File: src/rtl/gpio_port.sv
// 32-bit GPIO port with a two-state request/response CPU bus slave.
// Optional interrupt logic (IRQ_EN, IRQ_STAT, edge detect, irq) is built when GPIO_PORT_IRQ_EN is defined.
module gpio_port #(
  parameter logic [31:0] OUT_RESET = 32'h0000_0000,
  parameter logic [31:0] DIR_RESET = 32'h0000_0000
) (
  input  logic        clk,
  input  logic        rst,
  input  logic        req_valid,
  output logic        req_ready,
  input  logic        req_we,
  input  logic [4:0]  req_addr,
  input  logic [31:0] req_wdata,
  input  logic [3:0]  req_wstrb,
  output logic        resp_valid,
  input  logic        resp_ready,
  output logic [31:0] resp_rdata,
  output logic        resp_err,
  input  logic [31:0] gpio_in,
  output logic [31:0] gpio_out,
  output logic [31:0] gpio_oe,
  output logic        irq
);

  localparam int DATA_W = 32;

  typedef enum logic {IDLE = 1'b0, RESP = 1'b1} state_t;

  state_t              state;
  logic [DATA_W-1:0]   out_reg;
  logic [DATA_W-1:0]   dir_reg;
  logic [DATA_W-1:0]   sync_p0;
  logic [DATA_W-1:0]   sync_p1;
  logic                accept;
  logic [2:0]          sel;
  logic                mapped;
  logic [DATA_W-1:0]   rd_data;
  logic [DATA_W-1:0]   wmask;
  logic                wr_out;
  logic                wr_dir;
  logic                unused_addr;

  function automatic logic [DATA_W-1:0] byte_mask(input logic [3:0] strb);
    logic [DATA_W-1:0] m;
    for (int i = 0; i < 4; i++) m[8*i +: 8] = {8{strb[i]}};
    return m;
  endfunction

  function automatic logic [DATA_W-1:0] merge(input logic [DATA_W-1:0] old,
                                              input logic [DATA_W-1:0] wdata,
                                              input logic [DATA_W-1:0] mask);
    return (old & ~mask) | (wdata & mask);
  endfunction

  assign unused_addr = ^req_addr[1:0];
  assign gpio_out    = out_reg;
  assign gpio_oe     = dir_reg;

`ifdef GPIO_PORT_IRQ_EN
  logic [DATA_W-1:0] irq_en;
  logic [DATA_W-1:0] irq_stat;
  logic [DATA_W-1:0] sync_p2;
  logic [DATA_W-1:0] rise;
  logic              arm;
  logic              wr_en;
  logic              wr_clr;
`endif

  always_comb begin
    accept  = req_valid && req_ready;
    sel     = req_addr[4:2];
    wmask   = byte_mask(req_wstrb);
    mapped  = 1'b0;
    rd_data = '0;
    case (sel)
      3'd0: begin mapped = 1'b1; rd_data = out_reg; end
      3'd1: begin mapped = 1'b1; rd_data = dir_reg; end
      3'd2: begin mapped = 1'b1; rd_data = sync_p1; end
`ifdef GPIO_PORT_IRQ_EN
      3'd3: begin mapped = 1'b1; rd_data = irq_en; end
      3'd4: begin mapped = 1'b1; rd_data = irq_stat; end
`endif
      default: ;
    endcase
    wr_out = accept && req_we && (sel == 3'd0);
    wr_dir = accept && req_we && (sel == 3'd1);
`ifdef GPIO_PORT_IRQ_EN
    wr_en  = accept && req_we && (sel == 3'd3);
    wr_clr = accept && req_we && (sel == 3'd4);
`endif
  end

  // Bus FSM: the access happens at the accepting edge, the response is held until taken
  always_ff @(posedge clk) begin
    if (!rst) begin
      state      <= IDLE;
      req_ready  <= 1'b1;
      resp_valid <= 1'b0;
      resp_rdata <= '0;
      resp_err   <= 1'b0;
      out_reg    <= OUT_RESET;
      dir_reg    <= DIR_RESET;
    end else begin
      case (state)
        IDLE: begin
          if (accept) begin
            state      <= RESP;
            req_ready  <= 1'b0;
            resp_valid <= 1'b1;
            resp_rdata <= (req_we || !mapped) ? '0 : rd_data;
            resp_err   <= !mapped;
            if (wr_out) out_reg <= merge(out_reg, req_wdata, wmask);
            if (wr_dir) dir_reg <= merge(dir_reg, req_wdata, wmask);
          end
        end
        RESP: begin
          if (resp_ready) begin
            state      <= IDLE;
            req_ready  <= 1'b1;
            resp_valid <= 1'b0;
          end
        end
        default: begin
          state      <= IDLE;
          req_ready  <= 1'b1;
          resp_valid <= 1'b0;
        end
      endcase
    end
  end

  // Pin synchronizer: IN reads the second stage
  always_ff @(posedge clk) begin
    if (!rst) begin
      sync_p0 <= '0;
      sync_p1 <= '0;
    end else begin
      sync_p0 <= gpio_in;
      sync_p1 <= sync_p0;
    end
  end

`ifdef GPIO_PORT_IRQ_EN
  assign rise = sync_p1 & ~sync_p2;

  // Edge detect and status: a set at the same edge as a W1C clear wins; arm masks the cycle after reset
  always_ff @(posedge clk) begin
    if (!rst) begin
      sync_p2  <= '0;
      arm      <= 1'b0;
      irq_en   <= '0;
      irq_stat <= '0;
      irq      <= 1'b0;
    end else begin
      sync_p2  <= sync_p1;
      arm      <= 1'b1;
      if (wr_en) irq_en <= merge(irq_en, req_wdata, wmask);
      irq_stat <= (irq_stat & ~(wr_clr ? (req_wdata & wmask) : '0))
                | (rise & irq_en & {DATA_W{arm}});
      irq      <= |(irq_stat & irq_en);
    end
  end
`else
  assign irq = 1'b0;
`endif

endmodule

File: config.mk
export PLATFORM = sky130hd
export DESIGN_NAME = gpio_port
export DESIGN_NICKNAME = d
export VERILOG_FILES = /design/src/rtl/gpio_port.sv
export SDC_FILE = /design/constraint.sdc
export NUM_CORES = 1
export LEC_CHECK = 0
export ABC_AREA = 0
export BUFFER_PORTS_ARGS = -buffer_cell sky130_fd_sc_hd__buf_2
export CAP_MARGIN = 25
export CORE_UTILIZATION = 45
export DETAILED_ROUTE_END_ITERATION = 8
export PLACE_DENSITY = 0.71
export SYNTH_ARGS = -nofsm -noshare
export SYNTH_HDL_FRONTEND = slang
export SYNTH_SLANG_ARGS = --single-unit
export TNS_END_PERCENT = 1
File: constraint.sdc
create_clock -name clk -period 1.2 [get_ports clk]
set_input_delay 0.18 -clock clk [delete_from_list [all_inputs] [get_ports clk]]
set_output_delay 0.18 -clock clk [all_outputs]
set_load 0.02 [all_outputs]
==> Yosys cells after proc, flatten, opt, wreduce, memory -nomap -nowiden <==
Cells that the tools add are included.
{ "totals": {"reg_bits": 164, "in_bits": 78, "out_inout_bits": 100, "wordCells": 44} }
{ "classes": {"eq_ne": 4, "n_mux": 12, "bitwise": 7, "n_reduce_logical": 12} }
{ "ops": {"columns": ["operator", "count"], "rows": [
  ["32-bit bitwise AND", 3],
  ["32-bit one-hot mux with 3 select lines", 1],
  ["32-bit OR", 2],
  ["32-bit two-way mux", 1],
  ["32-bit NOT", 1],
  ["1-bit two-way mux", 7],
  ["1-bit one-hot mux with 2 select lines", 3],
  ["3-bit AND reduction", 2],
  ["1-bit logical AND", 4],
  ["2-bit inequality test, second input constant", 2],
  ["2-bit AND reduction", 2],
  ["3-bit by 1-bit equality test with 1-bit output, second input constant", 1],
  ["3-bit by 2-bit equality test with 1-bit output, second input constant", 1],
  ["3-bit zero test", 1],
  ["3-bit OR reduction", 1],
  ["1-bit zero test", 1],
  ["1-bit logical OR", 1],
  ["1-bit NOT", 1]
]} }

==> Logic depth before layout (Yosys ltp) <==
Gate-level depths: netlist of run 1.
{ "logic_depth": {"ltp_word": 6, "mapped_depth": 6} }

==> Least setup slack after synthesis of run 1 <==
No wires, ideal clock.
{ "synth_timing": {"path_type": "register -> register", "start": "reg req_ready", "end": "reg resp_rdata[10]", "t_arrival_ps": 1250, "setup_slack_ps": -168, "path_stages_with_launch": 6, "path_buffers": 2, "period_less_slack_ps": 1368, "cell_sequence": "dfxtp_1 and3b_1 and4b_1 buf_6 buf_8 a32o_1"} }
{ "synth_via": {"elab_chain_len": 2} }
{ "synth_rtl": {"columns": ["element", "line_no", "text"], "rows": [
  ["from (decl)", "10", "output logic req_ready,"],
  ["from (signal assigned)", "97", "req_ready <= 1'b1;"],
  ["from (signal assigned)", "108", "req_ready <= 1'b0;"],
  ["from (signal assigned)", "119", "req_ready <= 1'b1;"],
  ["1-bit logical AND", "70", "accept = req_valid && req_ready;"],
  ["2-bit AND reduction (no line)", null, null],
  ["to (signal assigned)", "110", "resp_rdata <= (req_we || !mapped) ? '0 : rd_data;"],
  ["to (decl)", "17", "output logic [31:0] resp_rdata,"]
]} }
Every way passes these cells.
A chain may end at the register's enable or synchronous reset.

==> results of run 1 <==
layout make-up:
| cell class | count | area (µm²) | share of cell area, % |
|---|---|---|---|
| Clock buffer | 23 | 478 | 5.88 |
| Multi-Input combinational cell | 346 | 2540 | 31.2 |
| Clock inverter | 8 | 77.6 | 0.954 |
| Sequential cell | 164 | 3290 | 40.4 |
| Tap cell | 176 | 220 | 2.71 |
| Timing Repair Buffer | 236 | 1530 | 18.8 |
worst max path at each step:
| stage | startpoint | slack [ns] | to |
|---|---|---|---|
| after global routing | state$_SDFF_PN0_ | -0.19 | flip-flop |
| after detailed placement | req_addr[3] | -0.16 | flip-flop |
| final | state$_SDFF_PN0_ | -0.09 | flip-flop |
| after CTS | state$_SDFF_PN0_ | -0.12 | flip-flop |
| after floorplan | req_ready$_SDFFE_PN1P_ | -0.11 | resp_rdata[21]$_SDFFE_PN0P_ |
| after global placement | req_addr[2] | -0.16 | flip-flop |
routing by layer:
layer,up-vias,part of all wire [%],wire (µm),GRT usage [%]
met5,-,0.054,8,0
met3,7,5.9,873,7.17
li1,2367,-,-,-
met1,2276,44,6610,26.4
met4,2,0.49,73,5.45
met2,148,49,7290,36.2
power breakdown:
part	internal [µW]	switching (µW)	total, µW
Clock	3000	2020	5020
Combinational	402	436	837
Sequential	5570	41.7	5610
Total	8970	2490	11500
synth_stat cells, drive strengths merged, types with 2 or more instances:
library cell / n / area share, %
nand2: 99 / 6.1
o2bb2ai: 32 / 4.6
clkbuf: 22 / 1.4
o211a: 2 / 0.33
dfxtp: 164 / 54
a21oi: 2 / 0.17
and2: 64 / 6.6
and4b: 2 / 0.33
nand3: 2 / 0.33
a32o: 32 / 5.3
nor2b: 2 / 0.21
buf: 27 / 3.0
mux2i: 96 / 16
nand4b: 6 / 0.87
metrics by stage:
step                setup TNS [ns]  hold slack (ns)  setup slack (ns)  util, %
finish                       -4.91           0.0337           -0.0908     61.7
global route                -10.85           0.0264            -0.191     61.7
CTS                          -5.48           0.0123            -0.121     61.6
floorplan                    -4.72            0.307            -0.107        -
global placement            -11.39            0.386            -0.164     54.6
detailed placement          -11.54            0.392            -0.163     54.6
kinds of logic (layout without fill, tap and decap cells):
logic type	count (synthesis)	after routing	synth area share, %
AND/OR/NAND/NOR	179	179	15.0
other	1	1	0.0618
multiplexers	96	96	15.8
flip-flops	164	164	54.1
AO/OA/AOI/OAI	70	70	10.6
buffers and inverters	49	267	4.39
repair_timing:
item	CTS	global route
gates resized for setup	11	2
pin swaps	2	1
setup buffers	1	0
hold endpoints to repair	32	0
hold buffers	32	0
endpoints found under the setup margin	97	99
worst min-delay path: stages:
cell	delay (ns)
buf_2	0.10
nand2_1	0.06
mux2i_1	0.06
==> summary.md, run 1 <==
| Metric | Value |
|---|---|
| Status | `finished, violations left` |
| Failing checks | `setup timing` |
| Crit-path leading delay family | `simple AND/OR/NAND/NOR gates` |
| # H-tree levels | `4` |
| Mean post-synth cell area | `10.8 µm²` |
| Number of enable flip-flop cells after synthesis | `0` |
| Pin count of the biggest net entering global routing | `113` |
| Critical Path AT | `1.59 ns` |
| HPWL after DPL | `10000 µm` |
| Worst stage delay on the critical path | `0.32 ns` |
| Slowest cell on crit path | `dfxtp_2` |
| Synth Instances | `559` |
| Initial antenna violation count | `1` |
| Worst path most repeated cell | `buf_6` |
| # setup viols final | `81` |
| Worst Hold Class | `in2reg` |
| Die X | `118 µm` |
| Ys async rst share | `0%` |
| DR vias/cell | `5.04` |
| Final wirelength | `14900 µm` |
| Sequential share of the synthesized area | `54.1%` |
| Number of global-route vias before repair | `4767` |
| Startpoint Class | `flip-flop` |
| Worst-skew pair later-pin latency | `0.42 ns` |
| Post-Syn Area | `0.00606 mm²` |
| Syn-to-layout area delta | `34.1%` |
| Number of antenna diodes | `0` |
| Clock Skews | `0.00736 ns` |
| Hold path depth | `3` |
| WP buf/inv | `2` |
| Die area | `0.0139 mm²` |
| Total grt overflow | `0` |
| CTS tree | `built` |
| Row count | `42` |
| Worst-case clock buffer depth | `2` |
| DR DRC count | `0` |
| Nets | `843` |
| WS Path Type | `reg2reg` |
| First-pass GRT wire length | `23400 µm` |
| Placed Area | `0.00720 mm²` |
| Period minus WS final | `1.29 ns` |
| Final Hold Viols | `0` |
| Core footprint | `0.0132 mm²` |
| Crit path cell chain | `and4b_1 -> buf_6 -> nand4b_1 -> buf_6 -> mux2i_1` |
| Most used DFF post-synth | `dfxtp_1` |
| Placer Congestion | `0.769` |
| HP Start | `req_wdata[19]` |
| I/O pin count | `178` |
| Commonest non-fill, non-tap cell in the layout | `buf_2` |
| GRT Total Usage | `21.5%` |
| CTS buffer count | `17` |
| Pwr/cell area | `1410 mW/mm²` |
| Fin crit share | `108%` |
| Reg2reg start | `state$_SDFF_PN0_` |
| Proportion of layout cells with a drive suffix above 1 | `30.8%` |
| DRT Pass-1 Iters | `4` |
| R2r setup slk | `-0.09 ns` |
| Fillcell total | `1125` |
| Yosys cell types | `25` |
| Cell total after placement | `889` |
| Wirelength per Cell | `15.6 µm` |
| RSZ-0062 raised after global routing | `yes` |
| IO buf count | `174` |
| Post-route ant nets | `0` |
| Fmax | `0.775 GHz` |
| Path depth of the worst reg2reg path | `5` |
| Critical Path RT | `1.50 ns` |
| Peak VDD IR | `0.837 mV` |
| Initial core utilization | `46.0%` |
| Flop and latch count out of synthesis | `164` |
| Yosys warns | `0` |
| Critical Path Stages | `5` |
| Setup ws final | `-0.0908 ns` |
| Max Slew Vio Count | `0` |
| Vias post-DR | `4800` |
| Design Area, Final | `0.00813 mm²` |
| Leakage | `0.00404 µW` |
| MaxCap Viol Count | `0` |
| Clock Tree Root | `clkbuf_16` |
| Non-Filler Instances | `953` |
| CP Capture Type | `flip-flop` |
| Clock sinks | `164` |
| Syn_nets | `637` |
| Die Span Y | `118 µm` |
| CTS clk-pin slew, worst paths | `0.06 ns` |
| Crit path max fanout | `8` |
| Total power draw | `11500 µW` |
| Initial DRC count | `254` |
| Most frequent cells in the layout | `170 x buf_2, 162 x dfxtp_1, 99 x nand2_1, 96 x mux2i_1, 64 x and2_1` |
Note: power is estimated with default switching activity, not from simulation.
==> inputs of run 2 (changes only) <==
--- a/config.mk
+++ b/config.mk
@@ -5,12 +5,12 @@
 export SDC_FILE = /design/constraint.sdc
 export NUM_CORES = 1
 export LEC_CHECK = 0
-export ABC_AREA = 0
+export ABC_AREA = 1
 export BUFFER_PORTS_ARGS = -buffer_cell sky130_fd_sc_hd__buf_2
-export CAP_MARGIN = 25
+export CAP_MARGIN = 0
 export CORE_UTILIZATION = 45
 export DETAILED_ROUTE_END_ITERATION = 8
-export PLACE_DENSITY = 0.71
+export PLACE_DENSITY = 0.7
 export SYNTH_ARGS = -nofsm -noshare
 export SYNTH_HDL_FRONTEND = slang
 export SYNTH_SLANG_ARGS = --single-unit
==> run 2 against run 1 <==
The flow still finishes with violations (setup timing). Register-to-register slack got worse by 0.04 ns. Sequential power increased by 0.7%. Combinational power increased by 28%. Via count increased by 34%. Sequential share of layout area decreased by 2.9 points. Setup slack got worse by 0.042 ns. Count of clock-buffer cells in the layout decreased by 6. Hold slack got worse by 0.014 ns. Synthesized area increased by 9.2%. First-iteration DRC count increased to 2.5 times the previous value.
==> summary.md, run 2 <==
| Metric | Value |
|---|---|
| WS Path Type | `reg2reg` |
| Crit path cell chain | `nand2_4 -> nor2_4 -> nand2_4 -> nor2_4 -> buf_12 -> nand3_1 -> nand2_1 -> nor2_1` |
| MaxCap Viol Count | `0 (unchanged)` |
| Most frequent cells in the layout | `196 x nand2_1, 162 x buf_2, 161 x dfxtp_1, 157 x nand3_1, 130 x nor2_1` |
| Period minus WS final | `1.33 ns (+0.0419 ns)` |
| Worst-skew pair later-pin latency | `0.42 ns (about the same)` |
| HPWL after DPL | `12600 µm (+26%)` |
| Wirelength per Cell | `14.3 µm (-8.0%)` |
| Clock Skews | `0.00742 ns (+0.0000616 ns)` |
| Sequential share of the synthesized area | `49.6% (-4.6 points)` |
| Total grt overflow | `0 (unchanged)` |
| Number of enable flip-flop cells after synthesis | `0 (unchanged)` |
| Final Hold Viols | `0 (unchanged)` |
| Dominant cells by area after synthesis | `dfxtp_1 50%, nand3_1 12%, nand2_1 11%, nor2_1 7.4%, inv_1 6.0%` |
| DR DRC count | `0 (unchanged)` |
| Reg area | `0.00329 mm² (about the same)` |
| Placed Area | `0.00777 mm² (+8.0%)` |
| Pin count of the biggest net entering global routing | `41 (-64%)` |
| GRT Total Usage | `25.6% (+4.1 points)` |
| Failing checks | `setup timing` |
| Met3 Use GR | `4.61% (-2.6 points)` |
| DR vias/cell | `4.93 (-2.2%)` |
| First-pass GRT wire length | `29500 µm (+26%)` |
| Syn-to-layout area delta | `32.4%` |
| Yosys cell types | `20 (-20%)` |
| RSZ-0062 raised after global routing | `yes` |
| IO buf count | `174 (unchanged)` |
| # H-tree levels | `4 (unchanged)` |
| Placer Congestion | `0.830 (+7.9%)` |
| Synth top area share | `49.6% (-4.6 points)` |
| Number of global-route vias before repair | `5944 (+25%)` |
| Met2 usage | `40.4% (+4.2 points)` |
| Status | `finished, violations left` |
| Row count | `43 (+2.4%)` |
| Crit path max fanout | `20 (+12)` |
| Gr busiest metal | `met2` |
| Nets | `1187 (+41%)` |
| Fmax | `0.750 GHz (-3.1%)` |
| Initial core utilization | `47.0% (+1.0 points)` |
| CTS buffer count | `17 (unchanged)` |
| Die Span Y | `123 µm (+4.4%)` |
| Most common library cells after synthesis | `197 x nand2_1, 164 x dfxtp_1, 161 x nand3_1, 130 x nor2_1, 106 x inv_1` |
| Area of the multi-input gates | `0.00265 mm² (+4.4%)` |
| Path depth of the worst reg2reg path | `8 (+3)` |
| Synth Instances | `911 (+63%)` |
| Worst stage delay on the critical path | `0.37 ns (+0.05 ns)` |
| Fillcell total | `1292 (+15%)` |
| Die area | `0.0152 mm² (+9.0%)` |
| Post-Syn Area | `0.00662 mm² (+9.2%)` |
| Area leader, netlist | `dfxtp_1` |
| Die X | `123 µm (+4.4%)` |
| CTS tree | `built` |
| Pwr/cell area | `1380 mW/mm² (-2.4%)` |
| Worst Hold Class | `in2reg` |
| Setup ws final | `-0.133 ns (-0.0419 ns)` |
| Clock sinks | `164 (unchanged)` |
| Total power draw | `12100 µW (+5.2%)` |
| Vias post-DR | `6429 (+34%)` |
| Flop and latch count out of synthesis | `164 (unchanged)` |
| Mean post-synth cell area | `7.27 µm² (-33%)` |
| Most used DFF post-synth | `dfxtp_1` |
| Initial DRC count | `637 (+150%)` |
| Startpoint Class | `flip-flop` |
| Clock Tree Root | `clkbuf_16` |
| Post-route ant nets | `0 (unchanged)` |
| # setup viols final | `97 (+20%)` |
| CTS clk-pin slew, worst paths | `0.07 ns (about the same)` |
| Initial antenna violation count | `3 (+2)` |
| Critical Path AT | `1.65 ns (+0.06 ns)` |
| Cell with the most instances after synthesis | `nand2_1` |
| DRT Pass-1 Iters | `7 (+3)` |
| I/O pin count | `178 (unchanged)` |
| Post-layout util | `62.2% (+0.55 points)` |
| Proportion of layout cells with a drive suffix above 1 | `24.1% (-6.7 points)` |
| Commonest non-fill, non-tap cell in the layout | `nand2_1` |
| Peak VDD IR | `0.975 mV (+17%)` |
| Fin crit share | `111% (+3.5 points)` |
| Syn_nets | `989 (+55%)` |
| Yosys warns | `0 (unchanged)` |
| Leakage | `0.00449 µW (+11%)` |
| Core footprint | `0.0141 mm² (+6.9%)` |
| Met1 GRT Util | `33.2% (+6.8 points)` |
| Max Slew Vio Count | `0 (unchanged)` |
| Final wirelength | `18700 µm (+26%)` |
| Slowest cell on crit path | `dfxtp_4` |
| Critical Path RT | `1.51 ns (about the same)` |
| CP Capture Type | `flip-flop` |
| Design Area, Final | `0.00877 mm² (+7.8%)` |
| Ys async rst share | `0% (unchanged)` |
| Hold path depth | `3 (unchanged)` |
| Worst-case clock buffer depth | `2 (unchanged)` |
-- run 2: changes by cell type after synthesis, moves of 12 or more --
cell       previous run  this run
and2_1               64         0
nand4_1               0        32
nor2_1                1       130
a21oi_1               2        36
inv_1                 0       106
nand3_1               0       161
nand2_1              99       197
mux2i_1              96         0
a32o_1               32         0
o2bb2ai_1            32         0
nor2_4                0        12
-- run 2: path summary, 6_finish.rpt --
path | slack [ns] | end | from
min reg2reg | 0.41 | sync_p1[29]$_SDFF_PN0_ | sync_p0[29]$_SDFF_PN0_
max | -0.13 | flip-flop | req_ready$_SDFFE_PN1P_
min | 0.02 | req_ready$_SDFFE_PN1P_ | resp_ready
max reg2reg | -0.13 | flip-flop | req_ready$_SDFFE_PN1P_
-- run 2: layout make-up --
type / instances / area share [%]
tap: 180 / 2.57
sequential: 164 / 37.5
timing repair buffer: 242 / 18.4
multi-input combinational: 576 / 30.2
clock inverter: 15 / 1.77
antenna: 3 / 0.0856
inverter: 108 / 4.62
clock buffer: 17 / 4.85
-- run 2: per-layer routing --
| layer | share of wire [%] | vias up |
|---|---|---|
| li1 | - | 3252 |
| met1 | 44 | 2868 |
| met2 | 47 | 278 |
| met3 | 6.5 | 31 |
| met4 | 2.5 | 0 |
| met5 | 0 | - |
-- run 2: where the power goes --
| part | total (µW) | switching [µW] | internal (µW) |
|---|---|---|---|
| Sequential | 5650 | 65.0 | 5580 |
| Combinational | 1070 | 654 | 419 |
| Clock | 5350 | 2270 | 3080 |
-- run 2: cell families after synthesis --
family	synth area share, %
AO/OA/AOI/OAI	2.80
buffers and inverters	11.0
flip-flops	49.6
other	0.0566
AND/OR/NAND/NOR	36.5
-- run 2: what timing repair did --
action	4_1_cts	5_1_grt
setup buffers	0	2
hold endpoints to repair	32	0
hold buffers	32	0
resized for setup	7	16
endpoints found under the setup margin	97	109
pin swaps	0	3
-- run 2: metrics by stage --
step,cells,setup TNS (ns),setup WS (ns),hold slack (ns)
final,1305,-8.02,-0.133,0.0196
after global placement,1236,-8.41,-0.116,0.362
after detailed placement,1236,-11.03,-0.157,0.363
after global routing,1305,-15.74,-0.217,0.0141
after floorplan,911,-2.56,-0.0436,0.278
after CTS,1300,-8.18,-0.133,0.00205
-- run 2: worst max-delay path, delay by kind of cell (launching register included) --
family	cells	cell delay (ns)
DFF	1	0.37
buffers and inverters	1	0.18
and+or+nand+nor	7	0.68
==> inputs of run 3 (changes only) <==
--- a/config.mk
+++ b/config.mk
@@ -8,6 +8,7 @@
 export ABC_AREA = 1
 export BUFFER_PORTS_ARGS = -buffer_cell sky130_fd_sc_hd__buf_2
 export CAP_MARGIN = 0
+export CORE_MARGIN = 4
 export CORE_UTILIZATION = 45
 export DETAILED_ROUTE_END_ITERATION = 8
 export PLACE_DENSITY = 0.7
==> run 3 against run 2 <==
The run still ends with setup timing left. Sequential power barely moved. Count of clock-buffer cells in the layout stayed put. Final cell count is 1.5% higher. Highest routed layer unchanged.
==> summary.md, run 3 (synthesized netlist as in run 2, its figures left out) <==
| Metric | Value |
|---|---|
| First-pass GRT wire length | `29500 µm (-0.14%)` |
| Post-route ant nets | `0 (unchanged)` |
| CP Capture Type | `flip-flop` |
| Fillcell total | `1276 (-1.2%)` |
| Reg area | `0.00329 mm² (about the same)` |
| CTS clk-pin slew, worst paths | `0.06 ns (about the same)` |
| RSZ-0062 raised after global routing | `yes` |
| Die X | `129 µm (+4.9%)` |
| Core footprint | `0.0145 mm² (+2.7%)` |
| Clock Tree Root | `clkbuf_16` |
| Wirelength per Cell | `14.9 µm (+4.2%)` |
| Pin count of the biggest net entering global routing | `41 (unchanged)` |
| Commonest non-fill, non-tap cell in the layout | `nand2_1` |
| Syn-to-layout area delta | `38.4%` |
| DR vias/cell | `4.95 (+0.44%)` |
| R2r setup slk | `-0.16 ns (-0.03 ns)` |
| Met2 usage | `37.3% (-3.1 points)` |
| Number of global-route vias before repair | `5669 (-4.6%)` |
| Initial core utilization | `45.7% (-1.2 points)` |
| # H-tree levels | `4 (unchanged)` |
| Period minus WS final | `1.36 ns (+0.0311 ns)` |
| R2R Path End | `resp_rdata[7]$_SDFFE_PN0P_` |
| Die Span Y | `129 µm (+4.9%)` |
| Slowest cell on crit path | `dfxtp_4` |
| Minimum hold slack | `0.0600 ns (+0.0404 ns)` |
| Initial DRC count | `642 (+0.78%)` |
| Pwr/cell area | `1280 mW/mm² (-6.7%)` |
| Startpoint Class | `flip-flop` |
| Proportion of layout cells with a drive suffix above 1 | `27.6% (+3.5 points)` |
| Most frequent cells in the layout | `190 x nand2_1, 160 x dfxtp_1, 151 x buf_2, 149 x nand3_1, 128 x nor2_1` |
| Reg2reg start | `req_ready$_SDFFE_PN1P_` |
| Setup ws final | `-0.164 ns (-0.0311 ns)` |
| Peak VDD IR | `1.12 mV (+15%)` |
| I/O pin count | `178 (unchanged)` |
| Fin crit share | `114% (+2.6 points)` |
| Gr busiest metal | `met2` |
| DRT Pass-1 Iters | `5 (-2)` |
| Number of antenna diodes | `0 (-3)` |
| Row count | `44 (+2.3%)` |
| Total power draw | `11800 µW (-2.5%)` |
| HP Start | `req_valid` |
| Status | `finished, violations left` |
| Nets | `1206 (+1.6%)` |
| Total grt overflow | `0 (unchanged)` |
| # setup viols final | `97 (unchanged)` |
| Failing checks | `setup timing` |
| Cell total after placement | `1250 (+1.1%)` |
| DR DRC count | `0 (unchanged)` |
| Final Hold Viols | `0 (unchanged)` |
| Critical Path AT | `1.72 ns (+0.07 ns)` |
| WHS Endpoint | `state$_SDFF_PN0_` |
| GRT Total Usage | `22.6% (-3.0 points)` |
| Met1 GRT Util | `29.0% (-4.2 points)` |
| CTS tree | `built` |
| Met3 Use GR | `5.11% (+0.50 points)` |
| WS Path Type | `reg2reg` |
| Placer Congestion | `0.858 (+3.3%)` |
| Worst path most repeated cell | `nor2_4` |
| Path depth of the worst reg2reg path | `8 (unchanged)` |
| Die area | `0.0167 mm² (+10%)` |
| Worst Hold Class | `in2reg` |
| Fmax | `0.733 GHz (-2.3%)` |
| Non-Filler Instances | `1325 (+1.5%)` |
| Clock sinks | `164 (unchanged)` |
| Leakage | `0.00463 µW (+2.9%)` |
| IO buf count | `174 (unchanged)` |
| Final wirelength | `19800 µm (+5.8%)` |
| Worst stage delay on the critical path | `0.37 ns (about the same)` |
| Hold path depth | `3 (unchanged)` |
| Critical Path RT | `1.56 ns (+0.05 ns)` |
| Max Slew Vio Count | `0 (unchanged)` |
| CTS buffer count | `17 (unchanged)` |
| Worst-case clock buffer depth | `2 (unchanged)` |
| Initial antenna violation count | `0 (-3)` |
| MaxCap Viol Count | `0 (unchanged)` |
| Crit path max fanout | `6 (-70%)` |
| Area of the multi-input gates | `0.00277 mm² (+4.4%)` |
| HPWL after DPL | `13500 µm (+7.1%)` |
| Crit path cell chain | `nand2_4 -> nor2_4 -> nand2_2 -> nor2_4 -> buf_6 -> buf_8 -> nand2_1 -> a21oi_1` |
| Clock Skews | `0.00607 ns (-0.00135 ns)` |
| Worst-skew pair later-pin latency | `0.42 ns (about the same)` |
| Vias post-DR | `6556 (+2.0%)` |
==> run 3: routing by layer <==
metal	wire [µm]	share of wire, %
met5	0	0
met2	9590	48
met3	1420	7.2
met4	502	2.5
met1	8300	42
==> run 3: how the worst max path moves through the flow <==
stage | cells after the start | slack [ns] | endpoint | startpoint
2_1_floorplan | 8 | -0.04 | flip-flop | req_ready$_SDFFE_PN1P_
3_3_place_gp | 8 | -0.14 | flip-flop | req_addr[2]
3_5_place_dp | 8 | -0.19 | flip-flop | req_addr[2]
4_1_cts | 9 | -0.15 | flip-flop | req_ready$_SDFFE_PN1P_
5_1_grt | 8 | -0.22 | resp_rdata[23]$_SDFFE_PN0P_ | req_ready$_SDFFE_PN1P_
6_report | 8 | -0.16 | resp_rdata[7]$_SDFFE_PN0P_ | req_ready$_SDFFE_PN1P_
==> run 3: area by class of cell <==
class	count	area share [%]
Sequential cell	164	35.9
Multi-Input combinational cell	576	30.2
Timing Repair Buffer	261	21.1
Clock buffer	17	4.64
Inverter	108	4.42
Tap cell	184	2.51
Clock inverter	15	1.19
==> run 3: worst max-delay path, delay by kind of cell (launching register included) <==
| kind | cells | cell delay (ns) |
|---|---|---|
| AOI/OAI and AO/OA | 1 | 0.12 |
| and+or+nand+nor | 5 | 0.54 |
| DFF | 1 | 0.37 |
| buffers and inverters | 2 | 0.27 |
==> run 3: power breakdown <==
group | switching, µW | internal (µW) | total [µW]
combinational | 692 | 489 | 1180
sequential | 62.0 | 5580 | 5650
clock | 2290 | 2650 | 4940
==> run 3: what timing repair did <==
action	CTS	global route
hold buffers	33	0
hold endpoints to repair	33	0
gates resized for setup	18	57
endpoints found under the setup margin	98	119
pin swaps	8	12
buffers inserted	2	3
gates cloned	1	4
==> run 3: stage by stage <==
step / area (µm²) / setup WS (ns) / TNS (ns) / utilization [%]
floorplan: 6630 / -0.0436 / -2.56 / -
global placement: 7900 / -0.140 / -7.70 / 54.6
detailed placement: 7900 / -0.190 / -10.93 / 54.6
CTS: 8890 / -0.154 / -10.12 / 61.4
global route: 9170 / -0.219 / -16.33 / 63.3
finish: 9170 / -0.164 / -9.82 / 63.3
